--- src/rtl/fft_pkg.sv ---
// Shared constants, types and helpers for the 32-point MDC FFT datapath.
package fft_pkg;

   localparam int unsigned FFT_N     = 32;
   localparam int unsigned FFT_LOG2N = 5;
   localparam int unsigned FFT_DW    = 9;

   typedef struct packed {
      logic signed [FFT_DW-1:0] re;
      logic signed [FFT_DW-1:0] im;
   } cplx_t;

   typedef enum logic {
      RD_IDLE,
      RD_DRAIN
   } rd_state_e;

   function automatic logic [FFT_LOG2N-1:0] bitrev5(input logic [FFT_LOG2N-1:0] x);
      logic [FFT_LOG2N-1:0] r;
      r = '0;
      for (int unsigned i = 0; i < FFT_LOG2N; i++) begin
         r[i] = x[FFT_LOG2N-1-i];
      end
      return r;
   endfunction

endpackage

--- src/rtl/fft_reorder_bank.sv ---
// One ping/pong half of the reorder buffer: even/odd sub-banks written as a
// pair each beat, one registered read port, active only when selected.
module fft_reorder_bank
   import fft_pkg::*;
#(
   parameter int unsigned DATA_W  = FFT_DW,
   parameter bit          BANK_ID = 1'b0
) (
   input  logic                   clk,
   input  logic                   rst,
   input  logic                   wr_en,
   input  logic                   wsel,
   input  logic [FFT_LOG2N-2:0]   wr_pair,
   input  logic [2*DATA_W-1:0]    wr_even,
   input  logic [2*DATA_W-1:0]    wr_odd,
   input  logic                   rd_en,
   input  logic                   rsel,
   input  logic [FFT_LOG2N-1:0]   rd_addr,
   output logic [2*DATA_W-1:0]    rd_data
);

   logic [2*DATA_W-1:0] mem_even [FFT_N/2];
   logic [2*DATA_W-1:0] mem_odd  [FFT_N/2];

   always_ff @(posedge clk) begin
      if (wr_en && (wsel == BANK_ID)) begin
         mem_even[wr_pair] <= wr_even;
         mem_odd[wr_pair]  <= wr_odd;
      end
   end

   // Address bit 0 picks the sub-bank, the upper bits index within it.
   always_ff @(posedge clk) begin
      if (rst) begin
         rd_data <= '0;
      end else if (rd_en && (rsel == BANK_ID)) begin
         rd_data <= rd_addr[0] ? mem_odd[rd_addr[FFT_LOG2N-1:1]]
                               : mem_even[rd_addr[FFT_LOG2N-1:1]];
      end
   end

endmodule

--- src/rtl/fft_out_reorder.sv ---
// FFT output stage: captures bit-reversed Up/Down lane pairs into a ping-pong
// buffer and replays each frame as one natural-order bin per clock.
module fft_out_reorder
   import fft_pkg::*;
#(
   parameter int unsigned DATA_W = FFT_DW,
   parameter int unsigned N      = FFT_N
) (
   input  logic                  clk,
   input  logic                  rst,
   input  logic                  in_valid,
   input  logic [DATA_W-1:0]     MDCOutUpRe,
   input  logic [DATA_W-1:0]     MDCOutUpIm,
   input  logic [DATA_W-1:0]     MDCOutDownRe,
   input  logic [DATA_W-1:0]     MDCOutDownIm,
   output logic [DATA_W-1:0]     FFTOutRe,
   output logic [DATA_W-1:0]     FFTOutIm,
   output logic                  out_valid,
   output logic [FFT_LOG2N-1:0]  out_index,
   output logic                  out_last,
   output logic                  overflow
);

   localparam int unsigned AW = FFT_LOG2N;
   localparam logic [AW-2:0] K_LAST = (AW-1)'(N/2 - 1);
   localparam logic [AW-1:0] A_LAST = AW'(N - 1);

   logic [AW-2:0]       k;
   logic                wsel;
   logic                rsel;
   logic                rbank;
   logic [1:0]          full;
   logic [1:0]          full_nxt;
   rd_state_e           state;
   logic [AW-1:0]       rd_addr;
   logic                issue;
   logic                drain_end;
   logic                wr_blocked;
   logic                accept;
   logic                fill_done;
   logic                wr_en;
   logic [AW-2:0]       wr_pair;
   logic [2*DATA_W-1:0] wr_even;
   logic [2*DATA_W-1:0] wr_odd;
   logic [2*DATA_W-1:0] rd_data0;
   logic [2*DATA_W-1:0] rd_data1;
   logic [2*DATA_W-1:0] rd_word;

   assign issue     = (state == RD_DRAIN);
   assign drain_end = issue && (rd_addr == A_LAST);

   // A bank being released this cycle already counts as free for the writer.
   assign wr_blocked = full[wsel] && !(drain_end && (rsel == wsel));
   assign accept     = in_valid && !wr_blocked;
   assign fill_done  = accept && (k == K_LAST);
   assign wr_en      = accept && !rst;

   // Up lane carries even bin bitrev5(k); the pair index drops its zero LSB.
   assign wr_pair = (AW-1)'(bitrev5({1'b0, k}) >> 1);
   assign wr_even = {MDCOutUpRe, MDCOutUpIm};
   assign wr_odd  = {MDCOutDownRe, MDCOutDownIm};

   always_comb begin
      full_nxt = full;
      if (drain_end) begin
         full_nxt[rsel] = 1'b0;
      end
      if (fill_done) begin
         full_nxt[wsel] = 1'b1;
      end
   end

   always_ff @(posedge clk) begin
      if (rst) begin
         k        <= '0;
         wsel     <= 1'b0;
         full     <= '0;
         overflow <= 1'b0;
      end else begin
         full <= full_nxt;
         if (accept) begin
            if (fill_done) begin
               k    <= '0;
               wsel <= ~wsel;
            end else begin
               k <= k + 1'b1;
            end
         end
         if (in_valid && wr_blocked) begin
            overflow <= 1'b1;
         end
      end
   end

   // Decisions look at full_nxt so a frame completing this cycle starts
   // draining on the very next one, with no idle gap between banks.
   always_ff @(posedge clk) begin
      if (rst) begin
         state     <= RD_IDLE;
         rd_addr   <= '0;
         rsel      <= 1'b0;
         rbank     <= 1'b0;
         out_valid <= 1'b0;
         out_index <= '0;
         out_last  <= 1'b0;
      end else begin
         out_valid <= issue;
         out_last  <= drain_end;
         if (issue) begin
            out_index <= rd_addr;
            rbank     <= rsel;
         end
         case (state)
            RD_IDLE: begin
               if (full_nxt[rsel]) begin
                  state   <= RD_DRAIN;
                  rd_addr <= '0;
               end
            end
            RD_DRAIN: begin
               if (drain_end) begin
                  rsel    <= ~rsel;
                  rd_addr <= '0;
                  state   <= full_nxt[~rsel] ? RD_DRAIN : RD_IDLE;
               end else begin
                  rd_addr <= rd_addr + 1'b1;
               end
            end
            default: state <= RD_IDLE;
         endcase
      end
   end

   fft_reorder_bank #(
      .DATA_W  (DATA_W),
      .BANK_ID (1'b0)
   ) u_bank0 (
      .clk     (clk),
      .rst     (rst),
      .wr_en   (wr_en),
      .wsel    (wsel),
      .wr_pair (wr_pair),
      .wr_even (wr_even),
      .wr_odd  (wr_odd),
      .rd_en   (issue),
      .rsel    (rsel),
      .rd_addr (rd_addr),
      .rd_data (rd_data0)
   );

   fft_reorder_bank #(
      .DATA_W  (DATA_W),
      .BANK_ID (1'b1)
   ) u_bank1 (
      .clk     (clk),
      .rst     (rst),
      .wr_en   (wr_en),
      .wsel    (wsel),
      .wr_pair (wr_pair),
      .wr_even (wr_even),
      .wr_odd  (wr_odd),
      .rd_en   (issue),
      .rsel    (rsel),
      .rd_addr (rd_addr),
      .rd_data (rd_data1)
   );

   assign rd_word  = rbank ? rd_data1 : rd_data0;
   assign FFTOutRe = rd_word[2*DATA_W-1:DATA_W];
   assign FFTOutIm = rd_word[DATA_W-1:0];

endmodule

--- config.mk ---
export PLATFORM = sky130hd
export DESIGN_NAME = fft_out_reorder
export DESIGN_NICKNAME = d
export VERILOG_FILES = /design/src/rtl/fft_pkg.sv /design/src/rtl/fft_reorder_bank.sv /design/src/rtl/fft_out_reorder.sv
export SDC_FILE = /design/constraint.sdc
export NUM_CORES = 1
export LEC_CHECK = 0
export ABC_CLOCK_PERIOD_IN_PS = 4500
export BUFFER_PORTS_ARGS = -buffer_cell sky130_fd_sc_hd__clkbuf_2
export CAP_MARGIN = 20
export CORE_MARGIN = 3
export CORE_UTILIZATION = 50
export DETAILED_ROUTE_END_ITERATION = 10
export PLACE_DENSITY = 0.79
export SETUP_SLACK_MARGIN = 0.05
export SLEW_MARGIN = 30
export SYNTH_ARGS = -nofsm -noshare
export SYNTH_HDL_FRONTEND = slang
export SYNTH_SLANG_ARGS = --single-unit
--- constraint.sdc ---
create_clock -name clk -period 4.5 [get_ports clk]
set_clock_uncertainty 0.1 [all_clocks]
set_input_delay 0.9 -clock clk [delete_from_list [all_inputs] [get_ports clk]]
set_output_delay 0.9 -clock clk [all_outputs]
set_load 0.01 [all_outputs]
==> results.md <==
| Quantity | This run | Unit |
| --- | --- | --- |
| Total standard cell area after synthesis | 47200 | sq um |
| Fraction of layout instances using a drive strength above 1 | 15.6 | % |
| Max Transition Viols Final | 0 | - |
| Combinational family with the most area after synthesis | multiplexers | - |
| Fraction of synthesized cell area in xor and xnor cells | 0.0928 | % |
| Core occupancy in the finished layout | 56.8 | % |
| CP required | 4.78 | ns |
| Share of Yosys cell area claimed by the top area cell type | 73.3 | % |
| EDFF count, synth | 1152 | - |
| Placer congestion estimate | 0.898 | - |
| Pin count of the biggest net entering global routing | 83 | - |
| Internal power of the cells | 17.8 | mW |
| Final hold vios | 0 | - |
| Ratio of total power to cell area | 418 | nW/um^2 |
| Clock share of power | 42.6 | % |
| Root Buffer Master | clkbuf_16 | - |
| Logic pwr share | 1.4 | % |
| CTS Buf Count | 111 | - |
| Peak ir drop on the vdd network | 0.379 | mV |
| Net switching power figure | 4.35 | mW |
| Setup TNS | 0 | ns |
| Max Freq | 0.254 | GHz |
| Max-Slew Margin vs Limit | 27.0 | % |
| Number of setup buffers added after CTS | 0 | - |
| Wire length per cell after detailed routing | 28.4 | um |
| Setup repair after global routing missed its margin | no | - |
| Path type of the worst min-delay path | reg -> reg | - |
| Global-route wire length before repair | 167000 | um |
| Total clock sinks | 1215 | - |
| Post-Synthesis Cells | 2564 | - |
| Placed standard-cell area | 49400 | sq um |
| Crit Path Class | reg -> reg | - |
| Origin of the worst min-delay path | u_bank0.rd_data[11] | - |
| Top cells by area in the synthesized netlist | edfxtp_1 73%, mux2i_1 11%, a22oi_1 2.9%, dfxtp_1 2.7%, mux4_2 1.7% | - |
| Final standard cell count with taps included and fillers excluded | 4009 | - |
| Shortest period the worst path allows | 3.93 | ns |
| Launching point of the worst reg2reg path | rd_addr[0] | - |
| Post-synthesis cell type with the largest combined area | edfxtp_1 | - |
| DIE WIDTH | 313 | um |
| Rows | 112 | - |
| Total number of vias | 25069 | - |
| Total Die Area | 98100 | sq um |
| Count of cell types in the netlist | 49 | - |
| Pre-Repair DR Iteration Count | 5 | - |
| Type of element launching the critical path | register | - |
| Critical Path End Type | register | - |
| Antenna violations before repair | 11 | - |
| Iteration-0 DRC count of the detailed router | 3121 | - |
| Number of instances on the worst hold path | 2 | - |
| Signed area change from the synthesized netlist to the final layout | 12.5 | % |
| Number of cells on the worst reg-to-reg path | 9 | - |
| Status | complete, no violations | - |
| Buffers added on ports | 64 | - |
| Placement-stage worst setup slack | 0.766 | ns |
| CTS Buffer Depth | 3 | - |
| Final WS setup | 0.566 | ns |
| Average cell area after synthesis | 18.4 | sq um |
| Fraction of the mapped netlist area in compound gates | 6.80 | % |
| Fraction of the mapped netlist area in simple logic gates | 1.97 | % |
| Arithmetic-cell share of the synthesized area counting full adders, half adders and majority gates | 0.159 | % |
| Vias in the first global route | 25113 | - |
| Final Setup Violations | 0 | - |
| Register share of total power | 56.0 | % |
| Synth Flop Type | edfxtp_1 | - |
| Post-CTS clock slew at the launch and capture registers of the worst setup and hold paths | 0.06 | ns |
| Max_cap viols | 0 | - |
| I/O pins | 65 | - |
| Proportion of synthesized area in mux cells | 13.0 | % |
| Asr flop ratio synth | 0 | % |
| Detailed-route wire length | 114000 | um |
| Clk_lat worst skew | 0.69 | ns |
| Global routing usage summed across all routing layers | 22.9 | % |
| Die extent in y | 313 | um |
| DRT antenna net count | 0 | - |
| Hold buffer count at cts | 0 | - |
| Placed wire-length estimate after detailed placement | 67600 | um |
| Placeable Area | 93500 | sq um |
| Net count, final | 2706 | - |
| Launching element of the worst setup path | rd_addr[0] | - |
| Synth warn | 0 | - |
| Crit share post-route | 87.4 | % |
| Largest fanout on the critical path | 19 | - |
| Max H-tree Level | 3 | - |
| Reported leakage power | 15.9 | nW |
| Min Hold Slack | 0.353 | ns |
| Total chip power | 22.2 | mW |
| Switching share of power | 19.6 | % |
| Post-route design area | 53100 | sq um |
| Placed cell count | 3802 | - |
| Overflow left after global routing | 0 | - |
| TritonCTS clock tree | built | - |
| Initial standard-cell utilization of the core | 50.5 | % |
| Slew @ Worst Pin | 1.08 | ns |
| Ratio of routed vias to standard cells | 6.25 | - |
| Net count after synthesis | 2609 | - |
| Crit path DAT | 4.21 | ns |
| Number of flip-flops and latches in the synthesized netlist | 1215 | - |
| Post-CTS resize count | 0 | - |
| Sequential fraction of the synthesis area | 76.0 | % |
| Number of DRC violations after detailed routing | 0 | - |
## synth_stat cells (2+ instances only)
library cell	number
dfxtp_1	63
and2_1	22
nand2b_1	6
a22o_1	36
mux2_2	18
ha_1	6
nor2_1	51
or4_1	18
nor2b_1	26
inv_1	4
nor3_1	6
nand3_1	4
edfxtp_1	1152
a22oi_1	185
buf_4	32
nand2_1	32
clkbuf_1	77
o22ai_1	18
buf_6	23
mux2i_1	511
a21oi_1	96
mux4_2	36
nand4_1	2
a221oi_1	36
a211oi_1	24
buf_1	12
o41ai_2	7
nor4b_1	3
or3_1	2
xnor2_1	4
o41ai_1	11
clkbuf_4	2
buf_2	12
a211oi_2	12
## power groups by stage
stage / clock network [mW] / logic (mW) / registers, mW
finish: 9.45 / 0.302 / 12.4
global route: 9.99 / 0.322 / 12.4
CTS: 9.53 / 0.298 / 12.4
detailed placement: 0 / 0.296 / 12.6
global placement: 0 / 0.276 / 12.6
floorplan: 0 / 0.0627 / 12.6
## area by class of cell
type / count / area (sq um)
Tap cell: 1254 / 1570
Inverter: 4 / 15.0
Sequential cell: 1215 / 35900
Multi-Input combinational cell: 1186 / 10500
Timing Repair Buffer: 143 / 1390
Antenna cell: 4 / 10.0
Clock inverter: 72 / 788
Fill cell: 6596 / 40400
Clock buffer: 131 / 2890
## final timing paths
| kind | end | slack [ns] |
|---|---|---|
| setup / recovery | u_bank1.mem_odd[4][10] | 0.57 |
| hold / removal | u_bank0.rd_data[11] | 0.35 |
| setup reg to reg | u_bank1.mem_odd[4][10] | 0.57 |
| hold reg to reg | u_bank0.rd_data[11] | 0.35 |
## registers in the layout, summed over array words and instances (netlist names), 2 cells and up, named ones only
signal and cells:
out_index 5, u_bank1.mem_even 288, u_bank0.mem_odd 288, u_bank0.rd_data 18, k 4, u_bank0.mem_even 288, full 2, u_bank1.mem_odd 288
u_bank1.rd_data 18, rd_addr 5
## cells in the final DEF (no fill, tap or decap), types with 5 or more instances in the layout
cell type	n
edfxtp_1	1152
mux2i_1	511
a22oi_1	185
clkbuf_16	111
a21oi_1	96
clkbuf_2	64
dfxtp_1	59
buf_4	41
nor2_1	40
buf_12	38
a22o_1	36
a221oi_1	36
mux4_2	36
nand2_1	31
nor2b_1	24
a211oi_1	24
clkinv_2	24
and2_2	21
clkinv_1	20
mux2_2	18
o22ai_1	18
or4_1	18
clkbuf_1	16
bufinv_16	13
a211oi_2	12
nor2_4	11
o41ai_1	11
o41ai_2	7
ha_1	6
clkinvlp_4	5
## worst max-delay path: stages (launching register included)
cell	delay, ns
dfxtp_1	0.53
ha_1	0.26
and3_1	0.18
ha_1	0.26
a31oi_1	0.12
buf_4	0.22
or3_1	0.37
nor4b_1	0.93
and2_2	0.33
buf_4	0.30
## logic make-up (layout without fill, tap and decap cells)
family                     Yosys count  count (layout)
muxes                              565             565
AOI/OAI and AO/OA                  432             432
xor gates and xnor gates             5               5
buffers and inverters              163             350
adders and majority gates            6               6
other                                0               4
DFF                               1215            1215
and+or+nand+nor                    178             178
## layer usage
| metal | track usage (%) | wire, um |
|---|---|---|
| met1 | 31.4 | 43400 |
| met2 | 36.4 | 54200 |
| met3 | 5.47 | 12700 |
| met4 | 7.76 | 3750 |
| met5 | 0 | 32 |
No activity file was read; power rests on OpenSTA's default activity.
